$ cat config.mk
export PLATFORM = sky130hd
export DESIGN_NAME = decoder_nbit_seq_flat
export DESIGN_NICKNAME = d
export VERILOG_FILES = /design/src/rtl/decoder_pkg.sv /design/src/rtl/decoder_nbit_seq_if.sv /design/src/rtl/dwell_timer.sv /design/src/rtl/decoder_nbit_seq.sv /design/src/flat_wrapper.sv
export SDC_FILE = /design/constraint.sdc
export NUM_CORES = 1
export LEC_CHECK = 0
export ABC_AREA = 1
export BUFFER_PORTS_ARGS = -buffer_cell sky130_fd_sc_hd__buf_2
export CAP_MARGIN = 20
export CELL_PAD_IN_SITES_DETAIL_PLACEMENT = 0
export CELL_PAD_IN_SITES_GLOBAL_PLACEMENT = 1
export CORE_MARGIN = 2
export CORE_UTILIZATION = 38
export DETAILED_ROUTE_END_ITERATION = 8
export PLACE_DENSITY_LB_ADDON = 0.3
export SYNTH_ARGS = -nofsm -noshare
export SYNTH_HDL_FRONTEND = slang
export SYNTH_SLANG_ARGS = --single-unit
$ cat constraint.sdc
create_clock -name clk -period 1.7 [get_ports clk]
set_input_delay 0.255 -clock clk [delete_from_list [all_inputs] [get_ports clk]]
set_output_delay 0.255 -clock clk [all_outputs]
set_load 0.01 [all_outputs]
$ cat src/rtl/decoder_pkg.sv
// Shared types for the sequential one-hot decoder.
//   mode_e  : operation requested with each accepted address
//   state_e : controller states
//   max2    : helper used to size the shared dwell/pulse timer
package decoder_pkg;

  typedef enum logic [1:0] {
    MODE_HOLD  = 2'b00,
    MODE_PULSE = 2'b01,
    MODE_SCAN  = 2'b10,
    MODE_OFF   = 2'b11
  } mode_e;

  typedef enum logic [1:0] {
    IDLE,
    HOLD,
    PULSE,
    SCAN
  } state_e;

  function automatic int max2(input int x, input int y);
    return (x > y) ? x : y;
  endfunction

endpackage

$ cat src/rtl/decoder_nbit_seq_if.sv
// Address/mode request channel of the sequential decoder.
//   a       : address or scan start index (N bits)
//   mode    : requested operation, qualified by a_valid
//   a_valid : requester has a valid a/mode this cycle
//   a_ready : decoder can take a request this cycle
// master = requesting control block, slave = decoder.
interface decoder_nbit_seq_if #(
  parameter int N = 4
);
  import decoder_pkg::*;

  logic [N-1:0] a;
  mode_e        mode;
  logic         a_valid;
  logic         a_ready;

  modport master (output a, output mode, output a_valid, input a_ready);
  modport slave  (input a, input mode, input a_valid, output a_ready);

endinterface

$ cat src/rtl/dwell_timer.sv
// Loadable down-counter with a terminal-count flag.
//   clk, rst : clock and synchronous active-high reset
//   clear    : force the count to zero (idle)
//   load     : load load_val this cycle (wins over counting)
//   load_val : value to load, i.e. number of cycles until tc
//   tc       : high during the last cycle of a loaded interval
// After a load of L, tc is high in the L-th cycle following the load edge,
// so the owner acting on tc at the next edge gets an interval of exactly L.
module dwell_timer #(
  parameter int W = 2
) (
  input  logic         clk,
  input  logic         rst,
  input  logic         clear,
  input  logic         load,
  input  logic [W-1:0] load_val,
  output logic         tc
);

  logic [W-1:0] count_reg;

  always_ff @(posedge clk) begin
    if (rst) begin
      count_reg <= '0;
    end else if (clear) begin
      count_reg <= '0;
    end else if (load) begin
      count_reg <= load_val;
    end else if (count_reg != '0) begin
      count_reg <= count_reg - 1'b1;
    end
  end

  assign tc = (count_reg == W'(1));

endmodule

$ cat src/rtl/decoder_nbit_seq.sv
// Registered N-to-2^N one-hot decoder with hold, timed pulse and auto-scan.
//   clk    : clock, rising edge
//   rst    : synchronous active-high reset, overrides everything
//   enable : global enable; low clears the output and returns to IDLE
//   bus    : request channel (a, mode, a_valid in; a_ready out)
//   y      : registered one-hot (or all-zero) output, 2^N bits
//   busy   : high while in PULSE or SCAN
//   wrap   : one-cycle flag when a scan steps from index 2^N-1 to 0
module decoder_nbit_seq
  import decoder_pkg::*;
#(
  parameter int N         = 4,
  parameter int DWELL     = 2,
  parameter int PULSE_LEN = 3
) (
  input  logic                   clk,
  input  logic                   rst,
  input  logic                   enable,
  decoder_nbit_seq_if.slave      bus,
  output logic [(2**N)-1:0]      y,
  output logic                   busy,
  output logic                   wrap
);

  localparam int W       = 2 ** N;
  localparam int CNT_MAX = max2(DWELL, PULSE_LEN);
  localparam int TW_RAW  = $clog2(CNT_MAX + 1);
  localparam int TW      = (TW_RAW < 1) ? 1 : TW_RAW;

  state_e         state_reg, state_next;
  logic [W-1:0]   y_reg, y_next;
  logic [N-1:0]   index_reg, index_next;
  logic           wrap_reg, wrap_next;
  logic           busy_reg;

  logic           accept;
  logic           tmr_clear, tmr_load, tmr_tc;
  logic [TW-1:0]  tmr_val;
  logic [N-1:0]   index_step;
  logic [W-1:0]   onehot_a, onehot_step;

  // A pulse in flight cannot be interrupted by a new request.
  assign bus.a_ready = enable && (state_reg != PULSE);
  assign accept      = bus.a_valid && bus.a_ready;

  // Natural N-bit rollover gives the modulo-2^N scan step.
  assign index_step = index_reg + 1'b1;

  genvar gi;
  generate
    for (gi = 0; gi < W; gi++) begin : g_onehot
      assign onehot_a[gi]    = (bus.a == N'(gi));
      assign onehot_step[gi] = (index_step == N'(gi));
    end
  endgenerate

  dwell_timer #(.W(TW)) u_timer (
    .clk      (clk),
    .rst      (rst),
    .clear    (tmr_clear),
    .load     (tmr_load),
    .load_val (tmr_val),
    .tc       (tmr_tc)
  );

  // State register, plus the registered outputs that move with it.
  always_ff @(posedge clk) begin
    if (rst) begin
      state_reg <= IDLE;
      y_reg     <= '0;
      index_reg <= '0;
      wrap_reg  <= 1'b0;
      busy_reg  <= 1'b0;
    end else begin
      state_reg <= state_next;
      y_reg     <= y_next;
      index_reg <= index_next;
      wrap_reg  <= wrap_next;
      busy_reg  <= (state_next == PULSE) || (state_next == SCAN);
    end
  end

  // Next-state logic.
  always_comb begin
    state_next = state_reg;
    if (!enable) begin
      state_next = IDLE;
    end else if (accept) begin
      unique case (bus.mode)
        MODE_HOLD:  state_next = HOLD;
        MODE_PULSE: state_next = PULSE;
        MODE_SCAN:  state_next = SCAN;
        default:    state_next = IDLE;
      endcase
    end else if ((state_reg == PULSE) && tmr_tc) begin
      state_next = IDLE;
    end
  end

  // Output/datapath logic: next output word, scan index, wrap and timer control.
  always_comb begin
    y_next     = y_reg;
    index_next = index_reg;
    wrap_next  = 1'b0;
    tmr_clear  = 1'b0;
    tmr_load   = 1'b0;
    tmr_val    = '0;
    if (!enable) begin
      y_next    = '0;
      tmr_clear = 1'b1;
    end else if (accept) begin
      unique case (bus.mode)
        MODE_HOLD: begin
          y_next    = onehot_a;
          tmr_clear = 1'b1;
        end
        MODE_PULSE: begin
          y_next   = onehot_a;
          tmr_load = 1'b1;
          tmr_val  = TW'(PULSE_LEN);
        end
        MODE_SCAN: begin
          // A new request restarts the scan with a full dwell interval.
          index_next = bus.a;
          y_next     = onehot_a;
          tmr_load   = 1'b1;
          tmr_val    = TW'(DWELL);
        end
        default: begin
          y_next    = '0;
          tmr_clear = 1'b1;
        end
      endcase
    end else if ((state_reg == PULSE) && tmr_tc) begin
      y_next = '0;
    end else if ((state_reg == SCAN) && tmr_tc) begin
      index_next = index_step;
      y_next     = onehot_step;
      wrap_next  = (index_reg == '1);
      tmr_load   = 1'b1;
      tmr_val    = TW'(DWELL);
    end
  end

  assign y    = y_reg;
  assign busy = busy_reg;
  assign wrap = wrap_reg;

  a_y_onehot0 : assert property (@(posedge clk) $onehot0(y_reg));

endmodule

$ cat src/flat_wrapper.sv
// flat-port wrapper written by rule: the top's interface ports become plain ports
module decoder_nbit_seq_flat import decoder_pkg::*;
#(
  parameter int N         = 4,
  parameter int DWELL     = 2,
  parameter int PULSE_LEN = 3
)
  (clk, rst, enable, y, busy, wrap, bus_a, bus_mode, bus_a_valid, bus_a_ready);
  decoder_nbit_seq_if #(.N(N)) bus_i ();
  input  logic clk;
  input  logic rst;
  input  logic enable;
  output logic [(2**N)-1:0] y;
  output logic busy;
  output logic wrap;
  input wire logic [$bits(bus_i.a)-1:0] bus_a;
  input wire logic [$bits(bus_i.mode)-1:0] bus_mode;
  input wire logic [$bits(bus_i.a_valid)-1:0] bus_a_valid;
  output wire logic [$bits(bus_i.a_ready)-1:0] bus_a_ready;
  assign bus_i.a = bus_a;
  assign bus_i.mode = bus_mode;
  assign bus_i.a_valid = bus_a_valid;
  assign bus_a_ready = bus_i.a_ready;
  decoder_nbit_seq #(.N(N), .DWELL(DWELL), .PULSE_LEN(PULSE_LEN)) u_core (.clk(clk), .rst(rst), .enable(enable), .bus(bus_i), .y(y), .busy(busy), .wrap(wrap));
endmodule
Yosys cells after proc, flatten, opt, wreduce, memory -nomap -nowiden:

Cells that the tools add are included.

* add/sub/neg operators: 2
* bitwise operators: 2
* reduce and logical (&&, ||, !) cells: 18
* mux-type cells: 27
* equality and inequality tests: 41

Operators with widths (count)
* $eq A4 B4 Y1 const B: 17
* $mux W16: 4
* $eq A4 B3 Y1 const B: 8
* $mux W2: 9
* $eq A4 B2 Y1 const B: 4
* $mux W4: 4
* $eq A2 B2 Y1 const B: 5
* $eq A4 B1 Y1 const B: 2
* $logic_not A4 Y1: 2
* $mux W1: 8
* $pmux W2 S3: 1
* $reduce_bool A2 Y1: 3
* $reduce_or A2 Y1: 3
* $reduce_or A5 Y1: 1
* $add A4 B1 Y4 const B: 1
* $eq A2 B1 Y1 const B: 2
* $logic_and A1 B1 Y1: 4
* $ne A2 B2 Y1 const B: 2
* $pmux W2 S2: 1
* $reduce_and A4 Y1: 1
* $reduce_bool A3 Y1: 1
* $reduce_or A3 Y1: 1
* $logic_not A2 Y1: 1
* $ne A2 B1 Y1 const B: 1
* 3 further kinds: 4

* bits in registers: 26
* output and inout port bits: 19
* input bits: 10
* logic and storage cells: 96

Logic depth before layout (Yosys ltp):

Gate-level depths: netlist of run 1.

* word-level depth: 7
* gate-level depth with buffers: 11
* mapped depth without buffers: 10

Modules after synthesis:

Synthesis of run 1 repeated with hierarchy kept, for this count alone.

* cell total of the unflattened synthesis: 267
* area, all modules: 1646.6 µm²

Modules (own cells, without submodules)
* decoder_nbit_seq: cells each 249, seq. area each 480.5 µm², instances 1, area each 1520.2 µm²
* dwell_timer: cells each 18, seq. area each 40.0 µm², instances 1, area each 126.4 µm²

Worst setup path after synthesis of run 1:

No wires, ideal clock.

* path type: flip-flop to flip-flop
* start: register u_core.index_reg[0]
* end: register u_core.y_reg[12] (netlist: u_core.y[12])
* data arrival time: 1.171 ns
* cell stages (with the launch flop): 8
* slack: 0.401 ns
* required time: 1.572 ns
* path through: dfxtp_1 -> ha_1 -> xnor2_1 -> inv_1 -> nand2_1 -> nor2_1 -> nor2_1 -> nor2_1

* cells in the longest elaborated chain, start to end: 5

RTL lines
* start: declaration: RTL line decoder_nbit_seq.sv:32 `logic [N-1:0] index_reg, index_next;`
* start signal: assignment: RTL line decoder_nbit_seq.sv:77 `index_reg <= index_next;`
* $add A4 B1 Y4: RTL line decoder_nbit_seq.sv:47 `assign index_step = index_reg + 1'b1;`
* $eq A4 B4 Y1: RTL line decoder_nbit_seq.sv:53 `assign onehot_step[gi] = (index_step == N'(gi));`
* $mux W16: RTL line decoder_nbit_seq.sv:136 `end else if ((state_reg == SCAN) && tmr_tc) begin`
* $mux W16: RTL line decoder_nbit_seq.sv:134 `end else if ((state_reg == PULSE) && tmr_tc) begin`
* $mux W16: RTL line decoder_nbit_seq.sv:111 `end else if (accept) begin`
* end signal: assignment: RTL line decoder_nbit_seq.sv:76 `y_reg <= y_next;`
* end: declaration: RTL line decoder_nbit_seq.sv:31 `logic [W-1:0] y_reg, y_next;`

Every way passes these cells. The select of a mux whose other input is x is not followed.
A chain may end at the register's enable or synchronous reset.

Final worst setup path of run 1:

* start: register u_core.index_reg[0]
* end: register u_core.y_reg[1] (netlist: u_core.y[1])

* cells in the longest elaborated chain, start to end: 5

RTL lines (RTL line)
* $add A4 B1 Y4: decoder_nbit_seq.sv:47
* $eq A4 B1 Y1: decoder_nbit_seq.sv:53
* $mux W16: decoder_nbit_seq.sv:136
* $mux W16: decoder_nbit_seq.sv:134
* $mux W16: decoder_nbit_seq.sv:111

Every way passes these cells. The select of a mux whose other input is x is not followed.

==> results of run 1 <==
final cells by class:
class | instances | area (um^2)
fillers | 486 | 2400
multi-input cells | 204 | 971
flip-flops and latches | 26 | 520
repair buffers | 31 | 163
inverters | 35 | 134
well taps | 52 | 65.1
clock buffers | 3 | 41.3
stage by stage:
stage	power, mW	instances	hold slack [ps]	utilization [%]	cell area (um^2)
floorplan	0.769	271	446	-	1680
global placement	0.820	348	491	43.2	1850
detailed placement	0.819	348	487	43.2	1850
CTS	1.18	351	283	44.1	1890
global route	1.23	351	308	44.1	1890
finish	1.16	351	280	44.1	1890
cells by family (layout without fill, tap and decap cells):
logic type      count (synthesis)  after routing
fa+ha+maj                      11             11
compound gates                 16             16
buf+inv                        41             69
simple gates                  176            176
xor+xnor                        1              1
flops                          26             26
where the power goes:
| group | internal [mW] | total, mW | leakage [nW] | switching, mW |
|---|---|---|---|---|
| clock network | 0.159 | 0.358 | 0.0216 | 0.198 |
| registers | 0.618 | 0.627 | 0.210 | 0.00844 |
| logic | 0.0559 | 0.177 | 0.755 | 0.121 |
| total | 0.834 | 1.16 | 0.986 | 0.328 |
final timing paths:
kind                    endpoint  slack, ps  depth (start not counted)
max reg2reg          u_core.y[1]        170                          6
min          u_core.index_reg[2]        280                          4
min reg2reg          u_core.wrap        500                          2
max                  u_core.y[1]        170                          6
placed cells by master, fill, tap and decap left out:
cell type,n
inv_2,3
nand2_1,72
inv_1,31
o21ai_0,6
nand2_4,1
nand4_1,8
dfxtp_1,26
ha_1,11
nand3_1,21
a21oi_1,8
inv_4,1
a211oi_1,1
buf_4,3
o21ai_1,1
xnor2_1,1
nand3_4,1
clkbuf_8,3
buf_2,28
nand2_2,4
nor2_1,67
nor3_1,1
nor4_1,1
metal layers:
layer	routed length, um	GRT usage, %	vias up	share of wire (%)
met5	0	0	-	0
met4	49	5.13	0	1.2
met3	131	2.45	5	3.3
met2	1830	29.7	27	46
met1	1960	22.0	763	49
li1	-	-	896	-
worst max-delay path, stage by stage, from the launching register on:
cell     delay [ps]
dfxtp_1         380
ha_1            250
xnor2_1         320
nand3_1         240
nor2_1          160
nor2_1           50
nor2_1           70
==> reports/qor.yml, run 1 <==
status: "finished, final reports clean"
yosysTopAreaCellShare_pct: 31.1
maxSlewHeadroom_pct: 69.8
tightest_slew_ps: 448
clk_pin_slew_ps: 80
fmax_ghz: 0.656
finalMaxSlewViolations: 0
synthAdderAreaFrac_pct: 8.22
grt_pass1_wl_mm: 6.82
synthSimpleGateAreaFrac_pct: 44.3
synth_commonest_cells: "72 x nand2_1, 67 x nor2_1, 31 x inv_1, 26 x dfxtp_1, 21 x nand3_1"
root_buffer: "clkbuf_8"
worst_setup_path_end_kind: "flop"
grt_pass1_vias: 1535
crit_arrival_ps: 1740
synth_compound_area_share_pct: 4.93
antenna_found_initial: 0
nets: 322
yosys-top-cells-area: "dfxtp_1 31%, nand2_1 16%, nor2_1 15%"
finalWirelength_mm: 3.97
cts_resized: 0
synth_xor_area_share_pct: 0.523
cp_max_fo: 6
synth_edf_count: 0
finalWeightedCongestion: 0.829
syn_to_final_growth_pct: 13.1
dieArea_um2: 4960
rr_startpoint: "u_core.index_reg[0]"
cts_buffer_depth: 2
ir_drop_mv: 0.234
worstPathRequired_ps: 1910
synth_flop_cell: "dfxtp_1"
worstHoldStart: "rst"
setup_violations: 0
yosys.area.top_type: "dfxtp_1"
clk_latency_ps: 280
start_kind: "flop"
drv_cap: 0
crit_start: "u_core.index_reg[0]"
synth_cell_types: 23
grt-ovfl-total: 0
drtIter0Drc: 79
synthCells: 271
setup_tns_ps: 0
syn_avg_cell_area_um2: 6.18
drive_above_1_share_pct: 14.7
rows: 24
grt_usage_pct: 17.2
core_um2: 4290
synth_top_family_by_area: "simple AND/OR/NAND/NOR gates"
cts_made_buffers: 3
die_h_um: 70.4
drc: 0
syn_nets: 292
synth_warnings: 0
dpl.hpwl_mm: 3.15
rsz0062_at_grt: "no"
start_util_pct: 39.0
async_reset_ff_share_pct: 0
cts_setup_buffers: 0
synthMostInstantiatedCell: "nand2_1"
grt_max_degree: 20
clock_skew_ps: 9.84
antenna_left: 0
fin_crit_sh_pct: 89.7
avgRoutedWirePerCell_um: 11.3
cts-htree-levels: 1
viasPerCell: 4.82
p_per_area_nw_per_um2: 613
cts_tree: "built"
critPathKind: "flop to flop"
ys_seq_elements: 26
hold_path.class: "input pin to flop"
antenna_cells: 0
synth_seq_area_share_pct: 31.1
cts.sinks: 26
ios: 29
numPortBuffers: 28
netlist_area_um2: 1680
largest_reg_flops: 16
place_ws_ps: 191
power_leakage_nw: 0.986
worst_slack_ps: 175
hold_viol: 0
ctsHoldBuffers: 0
fin_crit_ps: 1530
die_w_um: 70.4
synth.area.mux_share_pct: 0
route.vias.total: 1691
drtPass1Iterations: 4
Power figures use the tool's default switching activity.
==> run 2, diff against run 1 <==
--- a/config.mk
+++ b/config.mk
@@ -13,6 +13,7 @@
 export CORE_MARGIN = 2
 export CORE_UTILIZATION = 38
 export DETAILED_ROUTE_END_ITERATION = 8
+export MAX_ROUTING_LAYER = met4
 export PLACE_DENSITY_LB_ADDON = 0.3
 export SYNTH_ARGS = -nofsm -noshare
 export SYNTH_HDL_FRONTEND = slang
==> run 2 against run 1 <==
Clock skew about the same. Final cell count unchanged. Highest routed layer unchanged. Largest cell class unchanged. Wire length up 0.30%. Global-route usage up 0.48 points. Critical path type unchanged. Largest power group unchanged. Non-clock buffer count unchanged. Fmax about the same.
==> reports/qor.yml, run 2 (same netlist as run 1, synthesis figures left out) <==
start_kind: "flop"
numPortBuffers: 28  # unchanged
r2r_cells: 6  # unchanged
cts_made_buffers: 3  # unchanged
antenna_left: 0  # unchanged
dieArea_um2: 4960  # unchanged
cp-endpoint: "u_core.y[1]"
crit_start: "u_core.index_reg[0]"
maxSlewHeadroom_pct: 68.7  # -1.1 points
cts-htree-levels: 1  # unchanged
drv_cap: 0  # unchanged
fin_crit_sh_pct: 89.7  # about the same
grt_max_degree: 20  # unchanged
ios: 29  # unchanged
start_util_pct: 39.0  # unchanged
drc: 0  # unchanged
cts_setup_buffers: 0  # unchanged
status: "finished, final reports clean"
route.vias.total: 1690  # -0.059%
clk_pin_slew_ps: 80  # about the same
avgRoutedWirePerCell_um: 11.4  # +0.30%
rsz0062_at_grt: "no"
layout_common_cells: "72 x nand2_1, 67 x nor2_1, 31 x inv_1"
nFillCells: 486  # unchanged
syn_to_final_growth_pct: 13.1  # unchanged
p_per_area_nw_per_um2: 613  # about the same
largest_reg_flops: 16  # unchanged
crit_arrival_ps: 1740  # about the same
tightest_slew_ps: 464  # +16.3 ps
clk_latency_ps: 280  # about the same
setup_violations: 0  # unchanged
ir_drop_mv: 0.234  # -0.11%
holdWs_ps: 280  # +0.415 ps
drtPass1Iterations: 4  # unchanged
cts_buffer_depth: 2  # unchanged
grt_pass1_wl_mm: 6.82  # unchanged
rows: 24  # unchanged
power_leakage_nw: 0.986  # unchanged
worst_setup_path_end_kind: "flop"
viasPerCell: 4.81  # about the same
final_common_cell: "nand2_1"
cts_tree: "built"
drive_above_1_share_pct: 14.7  # unchanged
cts_resized: 0  # unchanged
finalWirelength_mm: 3.98  # +0.30%
regToRegSetupSlack_ps: 170  # about the same
finalMaxSlewViolations: 0  # unchanged
die_h_um: 70.4  # unchanged
seqCellArea_um2: 520  # unchanged
worstReg2RegEnd: "u_core.y[1]"
critPathKind: "flop to flop"
grt_usage_pct: 17.6  # +0.48 points
drtIter0Drc: 83  # +5.1%
clock_skew_ps: 10.1  # +0.237 ps
nets: 322  # unchanged
antenna_cells: 0  # unchanged
cts.sinks: 26  # unchanged
core_um2: 4290  # unchanged
root_buffer: "clkbuf_8"
grt_pass1_vias: 1534  # -0.065%
rr_startpoint: "u_core.index_reg[0]"
die_w_um: 70.4  # unchanged
cp_max_fo: 6  # unchanged
multiInputGateArea_um2: 971  # unchanged
dpl.hpwl_mm: 3.15  # unchanged
antenna_found_initial: 0  # unchanged
fmax_ghz: 0.656  # about the same
hold_viol: 0  # unchanged
worstPathRequired_ps: 1910  # about the same
setup_tns_ps: 0  # unchanged
grt-ovfl-total: 0  # unchanged
ctsHoldBuffers: 0  # unchanged
fin_crit_ps: 1530  # +0.341 ps
finalWeightedCongestion: 0.841  # +1.5%
hold_path.class: "input pin to flop"
==> run 2: layout make-up <==
type                    instances  area share [%]
clock buffers                   3            2.18
inverters                      35            7.07
multi-input cells             204            51.3
flip-flops and latches         26            27.5
well taps                      52            3.43
repair buffers                 31            8.59
==> run 2: per-stage QoR <==
stage / cell area [um^2] / power, mW / std cells / utilization [%] / setup WS [ps]
after global placement: 1850 / 0.820 / 348 / 43.2 / 189
after detailed placement: 1850 / 0.819 / 348 / 43.2 / 191
final: 1890 / 1.16 / 351 / 44.1 / 175
after CTS: 1890 / 1.18 / 351 / 44.1 / 170
after floorplan: 1680 / 0.769 / 271 / - / 401
after global routing: 1890 / 1.23 / 351 / 44.1 / 25.3
==> run 2: power by group <==
part	switching (mW)	internal [mW]	total [mW]	leakage [nW]
registers	0.00846	0.618	0.627	0.210
logic	0.122	0.0559	0.177	0.755
clock network	0.198	0.159	0.358	0.0216
==> run 2: metal layers <==
layer | share of wire [%] | track usage, %
met1 | 50 | 22.0
met2 | 46 | 29.7
met3 | 2.9 | 2.45
met4 | 1.2 | 5.13
met5 | 0 | -
==> run 2: worst max-delay path, cell delays in order, from the launching register on <==
cell and delay (ps):
dfxtp_1 380, ha_1 250, xnor2_1 320, nand3_1 240, nor2_1 160, nor2_1 50, nor2_1 70
==> run 2: worst min path at each step <==
stage / to / cells past startpoint / from / slack (ps)
floorplan: u_core.index_reg[2] / 3 / rst / 450
global placement: u_core.wrap / 2 / u_core.state_reg[0] / 490
detailed placement: u_core.wrap / 2 / u_core.state_reg[0] / 490
CTS: u_core.index_reg[1] / 4 / rst / 280
global route: u_core.index_reg[1] / 4 / rst / 310
finish: u_core.index_reg[2] / 4 / rst / 280
